<file path="src/rtl/pipe_ctrl.sv">
// Central stall/flush controller for the five-stage pipeline: stall vector, flush and PC redirect.
// Optional stall watchdog enabled by defining PIPE_STALL_WDT_EN.
module pipe_ctrl #(
  parameter int WDT_LIMIT = 1023,
  parameter int WDT_WIDTH = 10
) (
  input  logic        clk,
  input  logic        rst,
  input  logic [3:0]  stall_req_i,
  input  logic        exc_req_i,
  input  logic [31:0] exc_pc_i,
  output logic [4:0]  stall_o,
  output logic        flush_o,
  output logic        redirect_valid_o,
  output logic [31:0] redirect_pc_o,
  output logic        wdt_timeout_o
);

  typedef enum logic [1:0] {
    RUN      = 2'd0,
    WAIT_MEM = 2'd1,
    FLUSH    = 2'd2
  } state_t;

  state_t      state_r;
  state_t      state_nxt_s;
  logic [4:0]  stall_s;
  logic        flush_s;
  logic        redirect_valid_s;
  logic        exc_take_s;
  logic [31:0] redirect_pc_r;

  // state register
  always_ff @(posedge clk or negedge rst) begin
    if (!rst) begin
      state_r <= RUN;
    end else begin
      state_r <= state_nxt_s;
    end
  end

  // next state and stall/flush decode
  always_comb begin
    state_nxt_s      = state_r;
    stall_s          = 5'b00000;
    flush_s          = 1'b0;
    redirect_valid_s = 1'b0;
    exc_take_s       = 1'b0;
    case (state_r)
      RUN: begin
        if (exc_req_i) begin
          // freeze everything so the excepting instruction cannot commit
          stall_s    = 5'b11111;
          exc_take_s = 1'b1;
          if (stall_req_i[3]) begin
            state_nxt_s = WAIT_MEM;
          end else begin
            state_nxt_s = FLUSH;
          end
        end else begin
          casez (stall_req_i)
            4'b1???: stall_s = 5'b01111;
            4'b01??: stall_s = 5'b00111;
            4'b001?: stall_s = 5'b00011;
            4'b0001: stall_s = 5'b00001;
            default: stall_s = 5'b00000;
          endcase
        end
      end
      WAIT_MEM: begin
        stall_s = 5'b11111;
        if (stall_req_i[3]) begin
          state_nxt_s = WAIT_MEM;
        end else begin
          state_nxt_s = FLUSH;
        end
      end
      FLUSH: begin
        flush_s          = 1'b1;
        redirect_valid_s = 1'b1;
        state_nxt_s      = RUN;
      end
      default: begin
        state_nxt_s = RUN;
      end
    endcase
  end

  // stall vector is forced low while reset is held, independent of requests
  always_comb begin
    if (!rst) begin
      stall_o = 5'b00000;
    end else begin
      stall_o = stall_s;
    end
  end

  assign flush_o          = flush_s;
  assign redirect_valid_o = redirect_valid_s;
  assign redirect_pc_o    = redirect_pc_r;

  // handler address capture
  always_ff @(posedge clk or negedge rst) begin
    if (!rst) begin
      redirect_pc_r <= 32'h0000_0000;
    end else if (exc_take_s) begin
      redirect_pc_r <= exc_pc_i;
    end else begin
      redirect_pc_r <= redirect_pc_r;
    end
  end

`ifdef PIPE_STALL_WDT_EN
  localparam logic [WDT_WIDTH-1:0] WDT_MAX = WDT_WIDTH'(WDT_LIMIT);

  logic [WDT_WIDTH-1:0] wdt_cnt_r;
  logic [WDT_WIDTH-1:0] wdt_cnt_nxt_s;
  logic                 wdt_flag_r;

  // saturating count of consecutive stalled fetch cycles
  always_comb begin
    if (!stall_o[0]) begin
      wdt_cnt_nxt_s = {WDT_WIDTH{1'b0}};
    end else if (wdt_cnt_r == WDT_MAX) begin
      wdt_cnt_nxt_s = wdt_cnt_r;
    end else begin
      wdt_cnt_nxt_s = wdt_cnt_r + {{(WDT_WIDTH-1){1'b0}}, 1'b1};
    end
  end

  // watchdog counter and sticky timeout flag
  always_ff @(posedge clk or negedge rst) begin
    if (!rst) begin
      wdt_cnt_r  <= {WDT_WIDTH{1'b0}};
      wdt_flag_r <= 1'b0;
    end else begin
      wdt_cnt_r  <= wdt_cnt_nxt_s;
      wdt_flag_r <= wdt_flag_r | (wdt_cnt_nxt_s == WDT_MAX);
    end
  end

  assign wdt_timeout_o = wdt_flag_r;
`else
  logic [WDT_WIDTH-1:0] wdt_unused_s;
  assign wdt_unused_s  = WDT_WIDTH'(WDT_LIMIT);
  assign wdt_timeout_o = 1'b0;
`endif

endmodule
</file>
<file path="config.mk">
export PLATFORM = sky130hd
export DESIGN_NAME = pipe_ctrl
export DESIGN_NICKNAME = d
export VERILOG_FILES = /design/src/rtl/pipe_ctrl.sv
export SDC_FILE = /design/constraint.sdc
export NUM_CORES = 1
export LEC_CHECK = 0
export ABC_AREA = 1
export CAP_MARGIN = 30
export CELL_PAD_IN_SITES_DETAIL_PLACEMENT = 2
export CELL_PAD_IN_SITES_GLOBAL_PLACEMENT = 2
export CORE_ASPECT_RATIO = 1.1
export CORE_MARGIN = 2
export CORE_UTILIZATION = 21
export CTS_BUF_LIST = sky130_fd_sc_hd__clkbuf_2 sky130_fd_sc_hd__clkbuf_4 sky130_fd_sc_hd__clkbuf_8
export DETAILED_ROUTE_END_ITERATION = 8
export GPL_TIMING_DRIVEN = 0
export PLACE_DENSITY = 0.77
export SYNTH_ARGS = -nofsm -noshare
export SYNTH_HDL_FRONTEND = slang
export SYNTH_SLANG_ARGS = --single-unit
</file>
<file path="constraint.sdc">
create_clock -name clk -period 1.2 [get_ports clk]
set_input_delay 0.24 -clock clk [delete_from_list [all_inputs] [get_ports clk]]
set_output_delay 0.24 -clock clk [all_outputs]
set_load 0.03 [all_outputs]
</file>
==> results of run 1 <==
==> sequential cells by signal, indices dropped and copies added (netlist names) <==
register and cells:
state_r 2, redirect_pc_o 32
==> path summary, 6_finish.rpt <==
kind | start | endpoint | cells after the start
min in group clk | exc_req_i | redirect_pc_o[17] | 3
worst max register to register | state_r[0] | redirect_pc_o[29] | 6
max in group asynchronous | rst | state_r[0] | 1
worst min-delay path | rst | redirect_pc_o[2] | 1
worst max-delay path | state_r[0] | stall_o[3] | 4
worst min register to register | redirect_pc_o[28] | redirect_pc_o[28] | 2
==> routing by layer <==
layer  part of all wire  global-route usage
met5                  0                   0
met1               0.43               0.141
met3              0.062              0.0347
met4             0.0092              0.0451
met2               0.50               0.220
==> report_power, final <==
group / internal, mW / leakage (nW) / switching (mW)
Combinational: 0.466 / 0.776 / 0.821
Clock: 0.667 / 0.0593 / 0.403
Sequential: 1.34 / 0.419 / 0.105
==> final cells by class <==
| class | count | area (um^2) |
|---|---|---|
| Tap cell | 82 | 103 |
| Clock inverter | 1 | 30.0 |
| Clock buffer | 7 | 83.8 |
| Buffer | 12 | 105 |
| Sequential cell | 34 | 852 |
| Inverter | 4 | 17.5 |
| Timing Repair Buffer | 84 | 672 |
| Fill cell | 758 | 4190 |
| Multi-Input combinational cell | 114 | 538 |
==> metrics by stage <==
stage	power, mW	cell area (um^2)
after CTS	3.91	2450
after global placement	2.86	2320
after global routing	4.01	2400
final	3.80	2400
after floorplan	2.20	1460
after detailed placement	2.88	2310
==> Yosys cell counts <==
library cell,instances,area [um^2]
a21oi_1,1,5.00
buf_2,6,30.0
buf_4,2,15.0
buf_6,4,45.0
conb_1,1,3.75
dfrtp_1,34,851
inv_1,4,15.0
nand2_1,71,267
nand2_2,1,6.26
nand3_1,32,160
nor2_1,4,15.0
nor2_4,1,11.3
nor3_1,2,10.0
or2_2,1,6.26
==> cell families (layout without fill, tap and decap cells) <==
family / count (synthesis) / count (layout) / share of synthesized area
AO/OA/AOI/OAI: 1 / 1 / 0.00347
buffers and inverters: 16 / 108 / 0.0730
flip-flops: 34 / 34 / 0.591
other: 1 / 1 / 0.00260
AND/OR/NAND/NOR: 112 / 112 / 0.330
==> timing repair <==
action / CTS / global route
hold endpoints to repair: 34 / 34
gates resized for setup: 188 / 40
setup endpoints to repair: 39 / 51
pin swaps: 3 / 2
setup buffers: 7 / 1
==> reports/results.tsv, run 1 <==
stage	metric	value	unit
status	run status	complete, but fails checks	
status	failing checks	negative hold slack, negative setup slack	
clocking	Clock Pin Slew Worst Setup and Hold Paths	70	ps
sta	Slew Limit Fails	0	
final_layout	Nets	294	
grt	largest net degree at the start of global routing	36	
sta	worst clock skew	6.43	ps
detailed_routing	first drt pass iteration count	4	
pwr	Worst IR Drop VDD	0.528	mV
final_layout	Post-Layout Cell Count	338	
grt	grt total ovfl	0	
clocking	H-tree levels	2	
worst_setup_path	critical-path maximum fanout	3	
final_layout	most common cell after layout, fill and taps aside	nand2_1	
worst_setup_path	CP endpoint kind	primary output	
sta	FMAX	708	MHz
worst_setup_path	CP Buf/Inv Count	2	
synth	synthesized cell area	1440	um^2
synth	Syn. warnings	0	
clocking	CTS tree	built	
detailed_routing	vias per inst	4.33	
floorplanning	I/O Pins	79	
worst_setup_path	Setup crit start kind	flop	
final_layout	area growth from synthesis to layout	66.7	%
detailed_routing	DR vias	1464	
sta	final count of negative-setup-slack endpoints	38	
placed_design	GPL Wtd Cong	0.681	
floorplanning	Die Ht	90.9	um
floorplanning	row count	31	
sta	post-route setup TNS	-2960	ps
detailed_routing	antenna-violating nets left	0	
detailed_routing	DR iter-0 viols	31	
final_layout	# diodes	0	
placed_design	dpl ws	-1290	ps
synth	Post-Synthesis Cells	164	
final_layout	commonest non-fill, non-tap cells in the layout	63 x nand2_1, 36 x clkdlybuf4s50_1, 33 x buf_2, 33 x dfrtp_1, 32 x nand3_1	
grt	first-pass GRT wire length	7.53	mm
synth	synthesis-stage register bit count	34	
sta	final period utilization	1.18	
sta	Fin Hold WS	-145	ps
sta	Final Hold Viols	34	
clocking	worst skew pair latency	280	ps
placed_design	Buffers on Ports	76	
worst_setup_path	cell mode on critical path	buf_4	
worst_setup_path	Worst path max stage delay	440	ps
detailed_routing	WL per Instance	13.9	um
synth	Seq/Total Area, Yosys	0.591	
worst_setup_path	Crit-path slowest cell	dfrtp_2	
placed_design	Post-DP HPWL	3.21	mm
final_layout	fin util	0.364	
worst_setup_path	cell chain of the critical path	nor2_4, buf_4, a21oi_2, buf_4	
clocking	root buf cell	clkbuf_8	
worst_setup_path	cell family with most CP delay	flip-flops	
grt	initial antenna violation count	0	
hold_path	Hold Crit Class	in -> async	
floorplanning	Die X	83.0	um
run	# Max-Cap Violations	0	
sta	Worst Slack Setup Final	-213	ps
synth	Syn Nets	203	
worst_setup_path	WP data arrival	1170	ps
detailed_routing	WL final	4.69	mm
worst_setup_path	kind of critical path	reg -> out	
floorplanning	die area	7540	um^2
synth	synth unique cells	14	
synth	Syn Area/Cell	8.78	um^2
worst_setup_path	CP required	960	ps
pwr	pwr/cell area	1580	nW/um^2
pwr	reported leakage power	1.25	nW
grt	gr usage total	0.124	
detailed_routing	drt drc	0	
floorplanning	core area	6590	um^2
clocking	Num CTS Buffers	5	
sta	crit path time final	1410	ps
worst_setup_path	flop2flop setup slack	-70	ps
placed_design	placed cells	322	
clocking	Sink Count	34	
floorplanning	Starting Density	0.218	
grt	vias in the first global route	1518	
final_layout	layout cells sized above 1	0.340	
clocking	CTS Buffer Depth	2	
sta	unrepaired setup endpoints after global routing	yes	
Power figures use the tool's default switching activity.
==> inputs of run 2 (changes only) <==
==> constraint.sdc (replaced) <==
create_clock -name clk -period 1.2 [get_ports clk]
set_input_delay 0.12 -clock clk [delete_from_list [all_inputs] [get_ports clk]]
set_output_delay 0.12 -clock clk [all_outputs]
set_load 0.03 [all_outputs]
==> run 2 against run 1 <==
The flow still finishes with violations (negative hold slack, negative setup slack); clock power about the same; via count down 1.4%; fmax is 4.9% higher; clock-buffer cell count fell by 1; total power up 2.1%; routed wire length is 3.0% lower; register-to-register slack better by 30 ps; non-clock buffer count rose by 1; first-iteration DRC count increased by 23%; sequential share of layout area is 2.3 points lower; critical path type unchanged; largest cell class is now buffers.
==> reports/results.tsv, run 2 (synthesis gave the netlist of run 1 again) <==
stage	metric	value	unit	change
worst_setup_path	critical-path maximum fanout	4		+1
final_layout	layout cells sized above 1	0.215		-0.125
grt	gr usage total	0.126		+0.00163
final_layout	Nets	295		+0.34%
floorplanning	Die X	83.0	um	unchanged
sta	Slew Limit Fails	0		unchanged
grt	initial antenna violation count	0		unchanged
detailed_routing	DR vias	1443		-1.4%
worst_setup_path	kind of critical path	reg -> out		
clocking	worst skew pair latency	270	ps	about the same
floorplanning	I/O Pins	79		unchanged
clocking	CTS Buffer Depth	2		unchanged
final_layout	Filler cells	756		-0.26%
placed_design	GPL Wtd Cong	0.670		-1.6%
sta	FMAX	743	MHz	+4.9%
detailed_routing	WL final	4.55	mm	-3.0%
final_layout	most common cell after layout, fill and taps aside	nand2_1		
final_layout	post-route cell area	2570	um^2	+7.0%
worst_setup_path	CP endpoint kind	primary output		
sta	Fin Hold WS	-206	ps	-61.0 ps
grt	grt total ovfl	0		unchanged
pwr	pwr/cell area	1510	nW/um^2	-4.6%
pwr	Worst IR Drop VDD	0.658	mV	+25%
final_layout	Largest register FFs	32		unchanged
final_layout	# diodes	0		unchanged
detailed_routing	first drt pass iteration count	2		-2
pwr	reported leakage power	1.29	nW	+2.8%
placed_design	Buffers on Ports	76		unchanged
worst_setup_path	Setup crit start kind	flop		
grt	first-pass GRT wire length	7.60	mm	+1.0%
final_layout	area growth from synthesis to layout	78.4	%	
detailed_routing	drt drc	0		unchanged
clocking	Num CTS Buffers	5		unchanged
detailed_routing	vias per inst	4.27		-1.4%
worst_setup_path	reg2reg end	redirect_pc_o[11]		
worst_setup_path	CP required	1080	ps	+120 ps
detailed_routing	WL per Instance	13.5	um	-3.0%
floorplanning	Die Ht	90.9	um	unchanged
sta	worst clock skew	2.54	ps	-3.89 ps
worst_setup_path	WP data arrival	1230	ps	+60 ps
clocking	root buf cell	clkbuf_8		
final_layout	area of the multi-input gates	533	um^2	-0.93%
clocking	Clock Pin Slew Worst Setup and Hold Paths	70	ps	about the same
clocking	Sink Count	34		unchanged
worst_setup_path	R2R cell count	6		unchanged
grt	largest net degree at the start of global routing	36		unchanged
detailed_routing	antenna-violating nets left	0		unchanged
clocking	CTS tree	built		
worst_setup_path	flop2flop setup slack	-40	ps	+30 ps
detailed_routing	DR iter-0 viols	38		+23%
sta	final count of negative-setup-slack endpoints	38		unchanged
placed_design	Placed Area	2300	um^2	-0.59%
run	# Max-Cap Violations	0		unchanged
sta	Final Hold Viols	34		unchanged
clocking	H-tree levels	2		unchanged
grt	vias in the first global route	1532		+0.92%
sta	unrepaired setup endpoints after global routing	yes		
worst_setup_path	Worst Setup EP	stall_o[0]		
floorplanning	Starting Density	0.218		unchanged
sta	final period utilization	1.12		-0.0551
hold_path	Hold Crit Class	in -> async		
sta	Worst Slack Setup Final	-146	ps	+66.1 ps
floorplanning	row count	31		unchanged
status	failing checks	negative hold slack, negative setup slack		
sta	crit path time final	1350	ps	-66.1 ps
final_layout	commonest non-fill, non-tap cells in the layout	66 x nand2_1, 36 x clkdlybuf4s50_1, 32 x dfrtp_1		
worst_setup_path	launch point of the worst path	state_r[0]		
final_layout	FF/Latch Area	853	um^2	+0.15%
floorplanning	core area	6590	um^2	unchanged
worst_setup_path	Worst R2R Start	state_r[1]		
placed_design	Post-DP HPWL	3.29	mm	+2.3%
pwr	total power	3.88	mW	+2.1%
floorplanning	die area	7540	um^2	unchanged
status	run status	complete, but fails checks		
[run 2: metal layers]
metal	global-route usage	up-vias	wire length [um]
li1	-	697	-
met1	0.147	690	1910
met2	0.217	52	2290
met3	0.0430	4	303
met4	0.0369	0	52
met5	0	-	0
[run 2: through the flow]
| step | worst slack [ps] | setup TNS [ps] | utilization | hold slack (ps) | instances |
|---|---|---|---|---|---|
| floorplan | 17.4 | 0 | - | -176 | 164 |
| global placement | -2030 | -39740 | 0.350 | 388 | 322 |
| detailed placement | -914 | -4940 | 0.349 | 263 | 322 |
| CTS | -198 | -1880 | 0.369 | -196 | 331 |
| global route | -226 | -4480 | 0.390 | -181 | 338 |
| finish | -146 | -1530 | 0.390 | -206 | 338 |
[run 2: worst max-delay path, cell delays in order, from the launching register on]
cell	delay [ps]
dfrtp_2	430
nor2_4	170
nand2_2	80
nand2_4	90
nand2_2	50
buf_6	130
[run 2: where the power goes]
group / total [mW] / leakage, nW / internal, mW / switching [mW]
clock: 1.05 / 0.0573 / 0.664 / 0.389
combinational: 1.38 / 0.814 / 0.557 / 0.823
sequential: 1.45 / 0.418 / 1.34 / 0.107
[run 2: worst min path at each step]
stage	from	end	cells past startpoint	slack [ps]
after floorplan	rst	redirect_pc_o[0]	0	-180
after global placement	exc_req_i	redirect_pc_o[17]	3	390
after detailed placement	rst	redirect_pc_o[19]	1	260
after CTS	rst	redirect_pc_o[5]	1	-200
after global routing	rst	redirect_pc_o[19]	1	-180
final	rst	redirect_pc_o[19]	1	-210
[run 2: what timing repair did]
action                                 CTS  global route
gates cloned                             0             1
buffers inserted                         2             6
endpoints found under the hold margin   34            34
resized for setup                       95            39
pin swaps                                2             6
setup endpoints to repair               39            57
[run 2: area by class of cell]
class                      instances  share of cell area
multi-input combinational        114               0.208
clock inverter                     1              0.0117
tap                               82              0.0399
inverter                           4             0.00585
timing repair buffer              85               0.327
buffer                            12              0.0438
sequential                        34               0.332
clock buffer                       6              0.0321
